### src/rtl/fifo_types_pkg.sv
// Shared types for the FIFO enqueue arbiter: the arbitration state, the
// default requester id type, and a helper that sizes requester id fields.
package fifo_types;

  typedef enum logic {
    ARB_IDLE   = 1'b0,
    ARB_LOCKED = 1'b1
  } arb_state_e;

  // Id width for a given requester count; never narrower than one bit.
  function automatic int arb_id_w(input int num_req);
    return (num_req > 1) ? $clog2(num_req) : 1;
  endfunction

  localparam int ARB_NUM_REQ_DEF = 4;
  localparam int ARB_ID_W        = arb_id_w(ARB_NUM_REQ_DEF);

  typedef logic [ARB_ID_W-1:0] arb_id_t;

endpackage

### src/rtl/rr_priority_picker.sv
// Round-robin picker: rotates the request vector so rr_ptr_i sits at bit 0,
// priority-encodes the lowest set bit, then rotates the index back.
// Purely combinational.
module rr_priority_picker #(
  parameter int num_req_p = 4,
  parameter int id_w_p    = 2
) (
  input  logic [num_req_p-1:0] req_i,
  input  logic [id_w_p-1:0]    rr_ptr_i,
  output logic [num_req_p-1:0] grant_oh_o,
  output logic [id_w_p-1:0]    grant_id_o,
  output logic                 any_o
);

  logic [num_req_p-1:0] rot;
  logic [id_w_p-1:0]    rot_idx;

  // Rotate requests so the round-robin pointer becomes the highest priority.
  always_comb begin
    rot = '0;
    for (int i = 0; i < num_req_p; i++) begin
      rot[i] = req_i[id_w_p'((i + int'(rr_ptr_i)) % num_req_p)];
    end
  end

  // Lowest set bit of the rotated vector wins.
  always_comb begin
    // NOTE: every combinational output gets a default first so no path leaves it unassigned (no latch).
    rot_idx = '0;
    any_o   = 1'b0;
    for (int i = num_req_p - 1; i >= 0; i--) begin
      if (rot[i]) begin
        rot_idx = id_w_p'(i);
        any_o   = 1'b1;
      end
    end
  end

  // Undo the rotation and form the one-hot grant.
  always_comb begin
    grant_id_o = id_w_p'((int'(rot_idx) + int'(rr_ptr_i)) % num_req_p);
    grant_oh_o = '0;
    if (any_o) begin
      grant_oh_o[grant_id_o] = 1'b1;
    end
  end

endmodule

### src/rtl/fifo_rr_enq_arbiter.sv
// Round-robin arbiter sharing one FIFO enqueue port among num_req_p producers.
// A multi-beat packet holds the grant (LOCKED) until its last beat or until
// burst_len_p beats have gone through, so packets land contiguously.
// Zero-latency combinational datapath; only arbitration state is registered.
// Optional per-requester packet counters: define FIFO_ARB_STATS_EN.
module fifo_rr_enq_arbiter
  import fifo_types::*;
#(
  parameter int num_req_p   = 4,
  parameter int width_p     = 8,
  parameter int burst_len_p = 4,
  parameter int cnt_width_p = 16
) (
  input  logic                          clk_i,
  input  logic                          reset_n_i,
  input  logic [num_req_p-1:0]          req_valid_i,
  input  logic [num_req_p*width_p-1:0]  req_data_i,
  input  logic [num_req_p-1:0]          req_last_i,
  output logic [num_req_p-1:0]          req_ready_o,
  output logic                          fifo_valid_o,
  output logic [width_p-1:0]            fifo_data_o,
  input  logic                          fifo_ready_i,
  output logic [arb_id_w(num_req_p)-1:0] grant_id_o,
  output logic                          locked_o
`ifdef FIFO_ARB_STATS_EN
  ,
  output logic [num_req_p*cnt_width_p-1:0] grant_cnt_o
`endif
);

  localparam int id_w_lp  = arb_id_w(num_req_p);
  localparam int cnt_w_lp = $clog2(burst_len_p + 1);

  arb_state_e           state_q, state_d;
  logic [id_w_lp-1:0]   rr_ptr_q, rr_ptr_d;
  logic [id_w_lp-1:0]   owner_q, owner_d;
  logic [id_w_lp-1:0]   last_id_q;
  logic [cnt_w_lp-1:0]  beat_cnt_q, beat_cnt_d;

  logic [num_req_p-1:0] pick_oh;
  logic [id_w_lp-1:0]   pick_id;
  logic                 pick_any;

  logic [num_req_p-1:0] sel_oh;
  logic [id_w_lp-1:0]   sel_id;
  logic                 sel_valid;
  logic                 sel_last;
  logic                 accept;
  logic                 burst_end;
  logic                 pkt_end;
  logic [id_w_lp-1:0]   next_ptr;

  rr_priority_picker #(
    .num_req_p (num_req_p),
    .id_w_p    (id_w_lp)
  ) u_picker (
    .req_i      (req_valid_i),
    .rr_ptr_i   (rr_ptr_q),
    .grant_oh_o (pick_oh),
    .grant_id_o (pick_id),
    .any_o      (pick_any)
  );

  // Selected requester: the lock owner while LOCKED, otherwise the picker's choice.
  always_comb begin
    sel_oh    = '0;
    sel_id    = pick_id;
    sel_valid = pick_any;
    if (state_q == ARB_LOCKED) begin
      sel_id          = owner_q;
      sel_oh[owner_q] = 1'b1;
      sel_valid       = req_valid_i[owner_q];
    end else begin
      sel_oh = pick_oh;
    end
  end

  // Steer the selected requester's data word to the FIFO.
  always_comb begin
    fifo_data_o = '0;
    for (int i = 0; i < num_req_p; i++) begin
      if (sel_id == id_w_lp'(i)) begin
        fifo_data_o = req_data_i[i*width_p +: width_p];
      end
    end
  end

  // Handshake outputs; held quiet while reset is asserted.
  always_comb begin
    fifo_valid_o = sel_valid & reset_n_i;
    req_ready_o  = sel_oh & {num_req_p{fifo_ready_i & reset_n_i}};
    locked_o     = (state_q == ARB_LOCKED);
    if (!reset_n_i) begin
      grant_id_o = '0;
    end else if (state_q == ARB_LOCKED) begin
      grant_id_o = owner_q;
    end else if (pick_any) begin
      grant_id_o = pick_id;
    end else begin
      grant_id_o = last_id_q;
    end
  end

  assign accept    = fifo_valid_o & fifo_ready_i;
  assign sel_last  = req_last_i[sel_id];
  assign burst_end = (state_q == ARB_LOCKED)
                     ? ((beat_cnt_q + cnt_w_lp'(1)) == cnt_w_lp'(burst_len_p))
                     : (burst_len_p == 1);
  assign pkt_end   = sel_last | burst_end;
  assign next_ptr  = id_w_lp'((int'(sel_id) + 1) % num_req_p);

  // Next-state: grant on IDLE accept, count beats while LOCKED, release on last/burst limit.
  always_comb begin
    state_d    = state_q;
    rr_ptr_d   = rr_ptr_q;
    owner_d    = owner_q;
    beat_cnt_d = beat_cnt_q;
    unique case (state_q)
      ARB_IDLE: begin
        if (accept) begin
          if (pkt_end) begin
            rr_ptr_d = next_ptr;
          end else begin
            state_d    = ARB_LOCKED;
            owner_d    = sel_id;
            beat_cnt_d = cnt_w_lp'(1);
          end
        end
      end
      ARB_LOCKED: begin
        if (accept) begin
          if (pkt_end) begin
            state_d    = ARB_IDLE;
            rr_ptr_d   = next_ptr;
            beat_cnt_d = '0;
          end else begin
            beat_cnt_d = beat_cnt_q + cnt_w_lp'(1);
          end
        end
      end
      default: state_d = ARB_IDLE;
    endcase
  end

  // Arbitration state registers; reset abandons any lock immediately.
  always_ff @(posedge clk_i or negedge reset_n_i) begin
    if (!reset_n_i) begin
      state_q    <= ARB_IDLE;
      rr_ptr_q   <= '0;
      owner_q    <= '0;
      beat_cnt_q <= '0;
      last_id_q  <= '0;
    end else begin
      // NOTE: sequential state uses non-blocking assignments so all registers update together at the edge.
      state_q    <= state_d;
      rr_ptr_q   <= rr_ptr_d;
      owner_q    <= owner_d;
      beat_cnt_q <= beat_cnt_d;
      last_id_q  <= grant_id_o;
    end
  end

`ifdef FIFO_ARB_STATS_EN
  logic [num_req_p-1:0][cnt_width_p-1:0] grant_cnt_q;

  // Saturating count of completed packets (or packet pieces) per requester.
  always_ff @(posedge clk_i or negedge reset_n_i) begin
    if (!reset_n_i) begin
      // NOTE: the counter bank is a handful of flops, so it takes the async reset like any other state.
      grant_cnt_q <= '0;
    end else if (accept && pkt_end) begin
      for (int i = 0; i < num_req_p; i++) begin
        if (sel_id == id_w_lp'(i) && grant_cnt_q[i] != '1) begin
          grant_cnt_q[i] <= grant_cnt_q[i] + cnt_width_p'(1);
        end
      end
    end
  end

  assign grant_cnt_o = grant_cnt_q;
`endif

endmodule

### config.mk
export PLATFORM = sky130hd
export DESIGN_NAME = fifo_rr_enq_arbiter
export DESIGN_NICKNAME = d
export VERILOG_FILES = /design/src/rtl/fifo_types_pkg.sv /design/src/rtl/rr_priority_picker.sv /design/src/rtl/fifo_rr_enq_arbiter.sv
export SDC_FILE = /design/constraint.sdc
export NUM_CORES = 1
export LEC_CHECK = 0
export ABC_CLOCK_PERIOD_IN_PS = 5200
export CORE_ASPECT_RATIO = 1.2
export CORE_MARGIN = 5
export CORE_UTILIZATION = 43
export DETAILED_ROUTE_END_ITERATION = 6
export GPL_TIMING_DRIVEN = 0
export PLACE_DENSITY = 0.92
export SKIP_CTS_REPAIR_TIMING = 1
export SLEW_MARGIN = 20
export SYNTH_ARGS = -nofsm -noshare
export SYNTH_HDL_FRONTEND = slang
export SYNTH_SLANG_ARGS = --single-unit
### constraint.sdc
create_clock -name clk_i -period 5.2 [get_ports clk_i]
set_clock_uncertainty 0.05 [all_clocks]
set_input_delay 1.04 -clock clk_i [delete_from_list [all_inputs] [get_ports clk_i]]
set_output_delay 1.04 -clock clk_i [all_outputs]
set_load 0.01 [all_outputs]
==> run metrics, run 1 <==
status=completed; Clock Sinks=10; die area=0.00440 mm²; register area share after synthesis=0.184; M3 GR Usage=0.0432; setup TNS=0 ns; Worst EP required=4.11 ns; Worst R2R Path Depth=11; DRT Pass-1 Iters=4; internal power=831 µW; Arr. time, crit path=3.89 ns; clk root buf=clkbuf_4; Seq cells post-synth=10; Post-Route WL=4250 µm; row cnt=22; Skew-Pair Late Insertion Delay=0.28 ns; peak supply drop=514 µV; Reg power frac=0.096; layout cells sized above 1=0.154; Die X=61.4 µm; leak pwr=0.000916 µW; fmax=201 MHz; Vias=1,522; Max FO, Critical Path=10; CP Launch Type=primary input; Setup Viol. Count Final=0; Net Sw Power=660 µW; setup ws final=0.223 ns; Gate Count Post-Synth=167; CTS tree=built; Core Footprint=0.00306 mm²; clock share of power=0.050; # H-tree levels=1; Worst Tran Pin Value=0.836 ns; Setup WS pre-CTS=-0.543 ns; synth unique cells=51; combinational group share of total power=0.854; slew margin rel.=0.438; beginning of the worst register-to-register path=rr_ptr_q[1]; Hold Path Class=reg -> reg; DR WL/cell=15.8 µm; I/O pin cnt=59; Critical Setup Path Class=in -> out; PortBufs=55; global-route met1 utilization=0.213; reg2reg end=rr_ptr_q[1]; first-pass GRT wire length=6280 µm; number of global-route vias before repair=1,375; CP endpoint=fifo_data_o[1]; max-slew violations=0; drt drc=0; GPL Wtd Cong=0.816; HPWL after DPL=3120 µm; initial antenna violation count=0; Post-Syn Nets=213; P&R area growth vs syn=56.3%; Nets=281; Fillers=238; Sw Share=0.443; reg-to-reg slack, setup=2.37 ns; minimum clock period=4.98 ns; post-layout util=0.697; initial core utilization=0.446; gr ovfl total=0; global-route met2 utilization=0.315; Via-to-Cell Ratio=5.64; pwr/cell area=700 mW/mm²; largest net degree at the start of global routing=16; final period utilization=0.957; diode count=0; GR peak layer=met2; Post-Syn Area per Cell=8.15 µm²; area of the mapped netlist=0.00136 mm²; Final Hold Vio Count=0; DRT iter0 DRCs=50; Reg clk slew, reported paths=0.07 ns; die height=71.6 µm; ANT nets after route=0; Synthesis Warnings=0; total routing usage reported by global routing=0.182; CP startpoint=req_valid_i[2]; Critical Path End Type=output port; Num CTS Buffers=3; Max-cap violations=0; worst-case clock buffer depth=2
==> synth_stat cells, drive strengths merged <==
cell | number | area [µm²]
mux2i | 17 | 170
a31oi | 1 | 6.26
o21ai | 6 | 30.0
xnor2 | 2 | 25.0
nand2b | 3 | 18.8
a21boi | 2 | 18.8
dfrtp | 10 | 250
o22ai | 1 | 6.26
ha | 3 | 37.5
a32oi | 1 | 8.76
and3 | 1 | 6.26
nor2 | 10 | 37.5
or3 | 1 | 6.26
nand2 | 11 | 41.3
xor2 | 2 | 36.3
o2111ai | 1 | 8.76
mux4 | 1 | 22.5
nand3b | 2 | 15.0
o2bb2ai | 1 | 8.76
o32a | 1 | 10.0
o31ai | 1 | 7.51
nor2b | 12 | 75.1
or4 | 1 | 7.51
mux2 | 5 | 56.3
nand3 | 3 | 15.0
buf | 11 | 72.6
inv | 5 | 18.8
a21oi | 17 | 85.1
a211oi | 11 | 82.6
a22o | 1 | 8.76
nor3b | 3 | 22.5
o22a | 1 | 8.76
and2 | 4 | 27.5
o211ai | 1 | 7.51
a221oi | 1 | 26.3
a31o | 1 | 8.76
nor3 | 6 | 30.0
a221o | 1 | 10.0
nor4 | 1 | 6.26
or2 | 2 | 12.5
clkbuf | 2 | 7.51
==> power groups by stage <==
| stage | Clock (µW) | Sequential, µW | Combinational [µW] |
|---|---|---|---|
| global route | 79.7 | 147 | 1390 |
| detailed placement | 0 | 141 | 1110 |
| CTS | 76.0 | 140 | 1120 |
| finish | 75.2 | 143 | 1270 |
| global placement | 0 | 139 | 1100 |
| floorplan | 0 | 137 | 746 |
==> flip-flops by register name, indices dropped and copies added, names as in the netlist, named ones only <==
signal and flops:
beat_cnt_q 3, rr_ptr_q 2, owner_q 2, last_id_q 2
==> cell families after synthesis <==
family                     after synthesis  synth area share
and+or+nand+nor                         60             0.236
DFF                                     10             0.184
adders and majority gates                3            0.0276
xor gates and xnor gates                 4            0.0450
AOI/OAI and AO/OA                       49             0.252
muxes                                   23             0.183
buffers and inverters                   18            0.0726
==> critical path, stage by stage <==
cell and delay, ns:
clkdlybuf4s50_1 0.45, buf_6 0.16, nor2_1 0.10, nor2_1 0.05, a21oi_1 0.12, o32a_1 0.17
a21oi_2 0.07, ha_4 0.18, xnor2_2 0.18, and2_1 0.23, a221oi_4 0.38, a211oi_1 0.09
a21oi_1 0.12, clkdlybuf4s50_1 0.54
==> metrics by stage <==
step,cells,hold WS (ns),area [µm²],power [µW]
after floorplan,167,0.481,1360,883
after global placement,258,0.501,1960,1240
after detailed placement,258,0.498,1960,1250
after CTS,262,0.513,1990,1330
after global routing,270,0.551,2130,1620
final,270,0.512,2130,1490
==> worst min path at each step <==
stage	from	to	slack (ns)	depth (start not counted)
final	last_id_q[0]	last_id_q[0]	0.51	2
after global routing	last_id_q[0]	last_id_q[0]	0.55	2
after CTS	last_id_q[0]	last_id_q[0]	0.51	2
after detailed placement	last_id_q[0]	last_id_q[0]	0.50	2
after global placement	beat_cnt_q[1]	beat_cnt_q[1]	0.50	1
after floorplan	beat_cnt_q[1]	beat_cnt_q[1]	0.48	1
==> routing by layer <==
| metal | share of wire | routed length, µm |
|---|---|---|
| met2 | 0.49 | 2100 |
| met5 | 0 | 0 |
| met3 | 0.12 | 528 |
| met4 | 0.012 | 50 |
| met1 | 0.37 | 1580 |
==> layout make-up <==
type | instances | area, µm² | area share
inverter | 5 | 18.8 | 0.00882
tap | 36 | 45.0 | 0.0212
multi-input combinational | 139 | 1040 | 0.489
buffer | 12 | 95.1 | 0.0447
sequential | 10 | 250 | 0.118
timing repair buffer | 64 | 642 | 0.302
clock buffer | 4 | 36.3 | 0.0170
==> cells in the final DEF, fill, tap and decap left out, types with 2 or more instances in the layout <==
master           instances
nor3_1                   6
a211oi_1                10
buf_2                    4
buf_4                    8
and2_1                   3
nor2_1                  10
mux2i_1                 17
mux2_1                   3
nand2_1                 11
clkdlybuf4s50_1         47
a21oi_1                 16
nand3_1                  3
dlymetal6s2s_1           8
inv_1                    4
dfrtp_1                 10
nand2b_1                 3
clkbuf_4                 4
nand3b_1                 2
ha_1                     2
mux2_2                   2
o21ai_0                  5
buf_6                    5
nor2b_1                 12
nor3b_1                  3
Power figures use the tool's default switching activity.
==> run 2: changes to the inputs <==
- ABC_CLOCK_PERIOD_IN_PS: 5200 -> 4000
- CORE_UTILIZATION: 43 -> 39
- PLACE_DENSITY: 0.92 -> 0.89
- clock period: 5.2 -> 4 ns (I/O delays scaled with it)
==> run 2 against run 1 <==
  * Sequential share of layout area is 0.53 points lower
  * Non-clock buffer count increased by 6
  * Register-to-register slack lost 1.2 ns
  * Critical path type unchanged
==> run metrics, run 2 (same netlist as run 1, synthesis figures left out) <==
initial core utilization=0.404 (-0.0412); PortBufs=55 (unchanged); row cnt=23 (+4.5%); DRT iter0 DRCs=80 (+60%); Nets=287 (+2.1%); final period utilization=0.970; diode count=0 (unchanged); largest register by flop count=beat_cnt_q; global-route met2 utilization=0.309 (-0.00580); slew margin rel.=0.590 (+0.152); Reg clk slew, reported paths=0.05 ns (-0.02 ns); P&R area growth vs syn=63.7%; most frequent cells in the layout=clkdlybuf4s50_1, mux2i_1, a21oi_1, buf_4; clock share of power=0.063 (+0.013); die height=74.7 µm (+4.3%); Post-Route WL=4650 µm (+9.2%); GR peak layer=met2; Die X=63.9 µm (+4.2%); peak supply drop=724 µV (+41%); post-layout util=0.662 (-0.0347); CTS tree=built; combinational group share of total power=0.846 (-0.008); most common library cell in the layout ignoring fill and taps=clkdlybuf4s50_1; DR WL/cell=16.8 µm (+6.5%); minimum clock period=3.88 ns; Hold Path Class=reg -> reg; Vias=1,586 (+4.2%); Critical Setup Path Class=in -> out; gr ovfl total=0 (unchanged); status=completed; layout cells sized above 1=0.204 (+0.0503); Max-cap violations=0 (unchanged); die area=0.00478 mm² (+8.7%); total routing usage reported by global routing=0.182 (about the same); DRT Pass-1 Iters=4 (unchanged); Tot Pwr=2100 µW (+41%); Skew-Pair Late Insertion Delay=0.25 ns (-0.03 ns); Net Sw Power=929 µW (+41%); internal power=1180 µW (+41%); Setup Viol. Count Final=0 (unchanged); Setup WS pre-CTS=-1.23 ns (-0.691 ns); setup ws final=0.120 ns (-0.103 ns); global-route met1 utilization=0.231 (+0.0181); Worst EP required=3.15 ns (-0.96 ns); worst-case clock buffer depth=2 (unchanged); Via-to-Cell Ratio=5.73 (+1.6%); Core Footprint=0.00337 mm² (+10%); setup TNS=0 ns (unchanged); Critical Path End Type=output port; ANT nets after route=0 (unchanged); CP Launch Type=primary input; number of global-route vias before repair=1,469 (+6.8%); Num CTS Buffers=3 (unchanged); Clock Sinks=10 (unchanged); Sw Share=0.442 (-0.000994); Reg power frac=0.091 (-0.005); max-slew violations=0 (unchanged); M3 GR Usage=0.0418 (-0.00145); first-pass GRT wire length=7110 µm (+13%); # H-tree levels=1 (unchanged); Fillers=255 (+7.1%); fmax=258 MHz; initial antenna violation count=0 (unchanged); Worst Tran Pin Value=0.613 ns (-0.223 ns); Arr. time, crit path=3.03 ns (-0.86 ns); max FFs per register=3 (unchanged); Final Hold Vio Count=0 (unchanged); leak pwr=0.00102 µW (+11%); HPWL after DPL=3250 µm (+4.2%); largest net degree at the start of global routing=16 (unchanged); pwr/cell area=944 mW/mm² (+35%); drt drc=0 (unchanged); I/O pin cnt=59 (unchanged); GPL Wtd Cong=0.833 (+2.0%); Max FO, Critical Path=5 (-5); clk root buf=clkbuf_8
## run 2: critical path, cell delays in order
cell and delay, ns:
dlymetal6s2s_1 0.14, buf_6 0.13, nor2_2 0.09, nor2_1 0.04, a21oi_1 0.12, o32a_1 0.18, a21oi_2 0.07, ha_4 0.19
xnor2_4 0.18, and2_4 0.19, a221oi_4 0.28, buf_4 0.19, buf_6 0.11, buf_4 0.10, nor2_1 0.03, dlymetal6s2s_1 0.17
## run 2: area by class of cell
cell class              instances  area [µm²]  area share
multi-input cells             139        1070       0.482
repair buffers                 70         686       0.308
flip-flops and latches         10         250       0.112
plain buffers                  12        98.8      0.0444
clock buffers                   4        55.1      0.0247
well taps                      37        46.3      0.0208
inverters                       5        18.8     0.00842
## run 2: final timing paths
check | from | slack, ns | depth (start not counted) | to
min in group asynchronous | reset_n_i | 0.89 | 1 | asynchronous set/reset pin
worst min register to register | last_id_q[0] | 0.53 | 2 | last_id_q[0]
worst max register to register | rr_ptr_q[1] | 1.13 | 10 | rr_ptr_q[1]
max in group asynchronous | reset_n_i | 2.61 | 1 | last_id_q[1]
worst max-delay path | req_valid_i[2] | 0.12 | 16 | req_ready_o[0]
worst min-delay path | last_id_q[0] | 0.53 | 2 | last_id_q[0]
## run 2: power by group through the flow
| stage | sequential [µW] | clock [µW] | combinational (µW) |
|---|---|---|---|
| floorplan | 178 | 0 | 970 |
| global placement | 182 | 0 | 1430 |
| detailed placement | 186 | 0 | 1460 |
| CTS | 185 | 133 | 1470 |
| global route | 200 | 136 | 1920 |
| finish | 191 | 133 | 1780 |
## run 2: per-stage QoR
stage	cells	hold slack (ns)	cell area, µm²
global route	277	0.584	2230
global placement	259	0.496	1960
CTS	263	0.527	2010
finish	277	0.533	2230
detailed placement	259	0.521	1960
floorplan	167	0.454	1360
## run 2: layer usage
| metal | up-vias | share of wire |
|---|---|---|
| met2 | 87 | 0.47 |
| met1 | 722 | 0.41 |
| met5 | - | 0 |
| met4 | 0 | 0.017 |
| li1 | 762 | - |
| met3 | 15 | 0.099 |
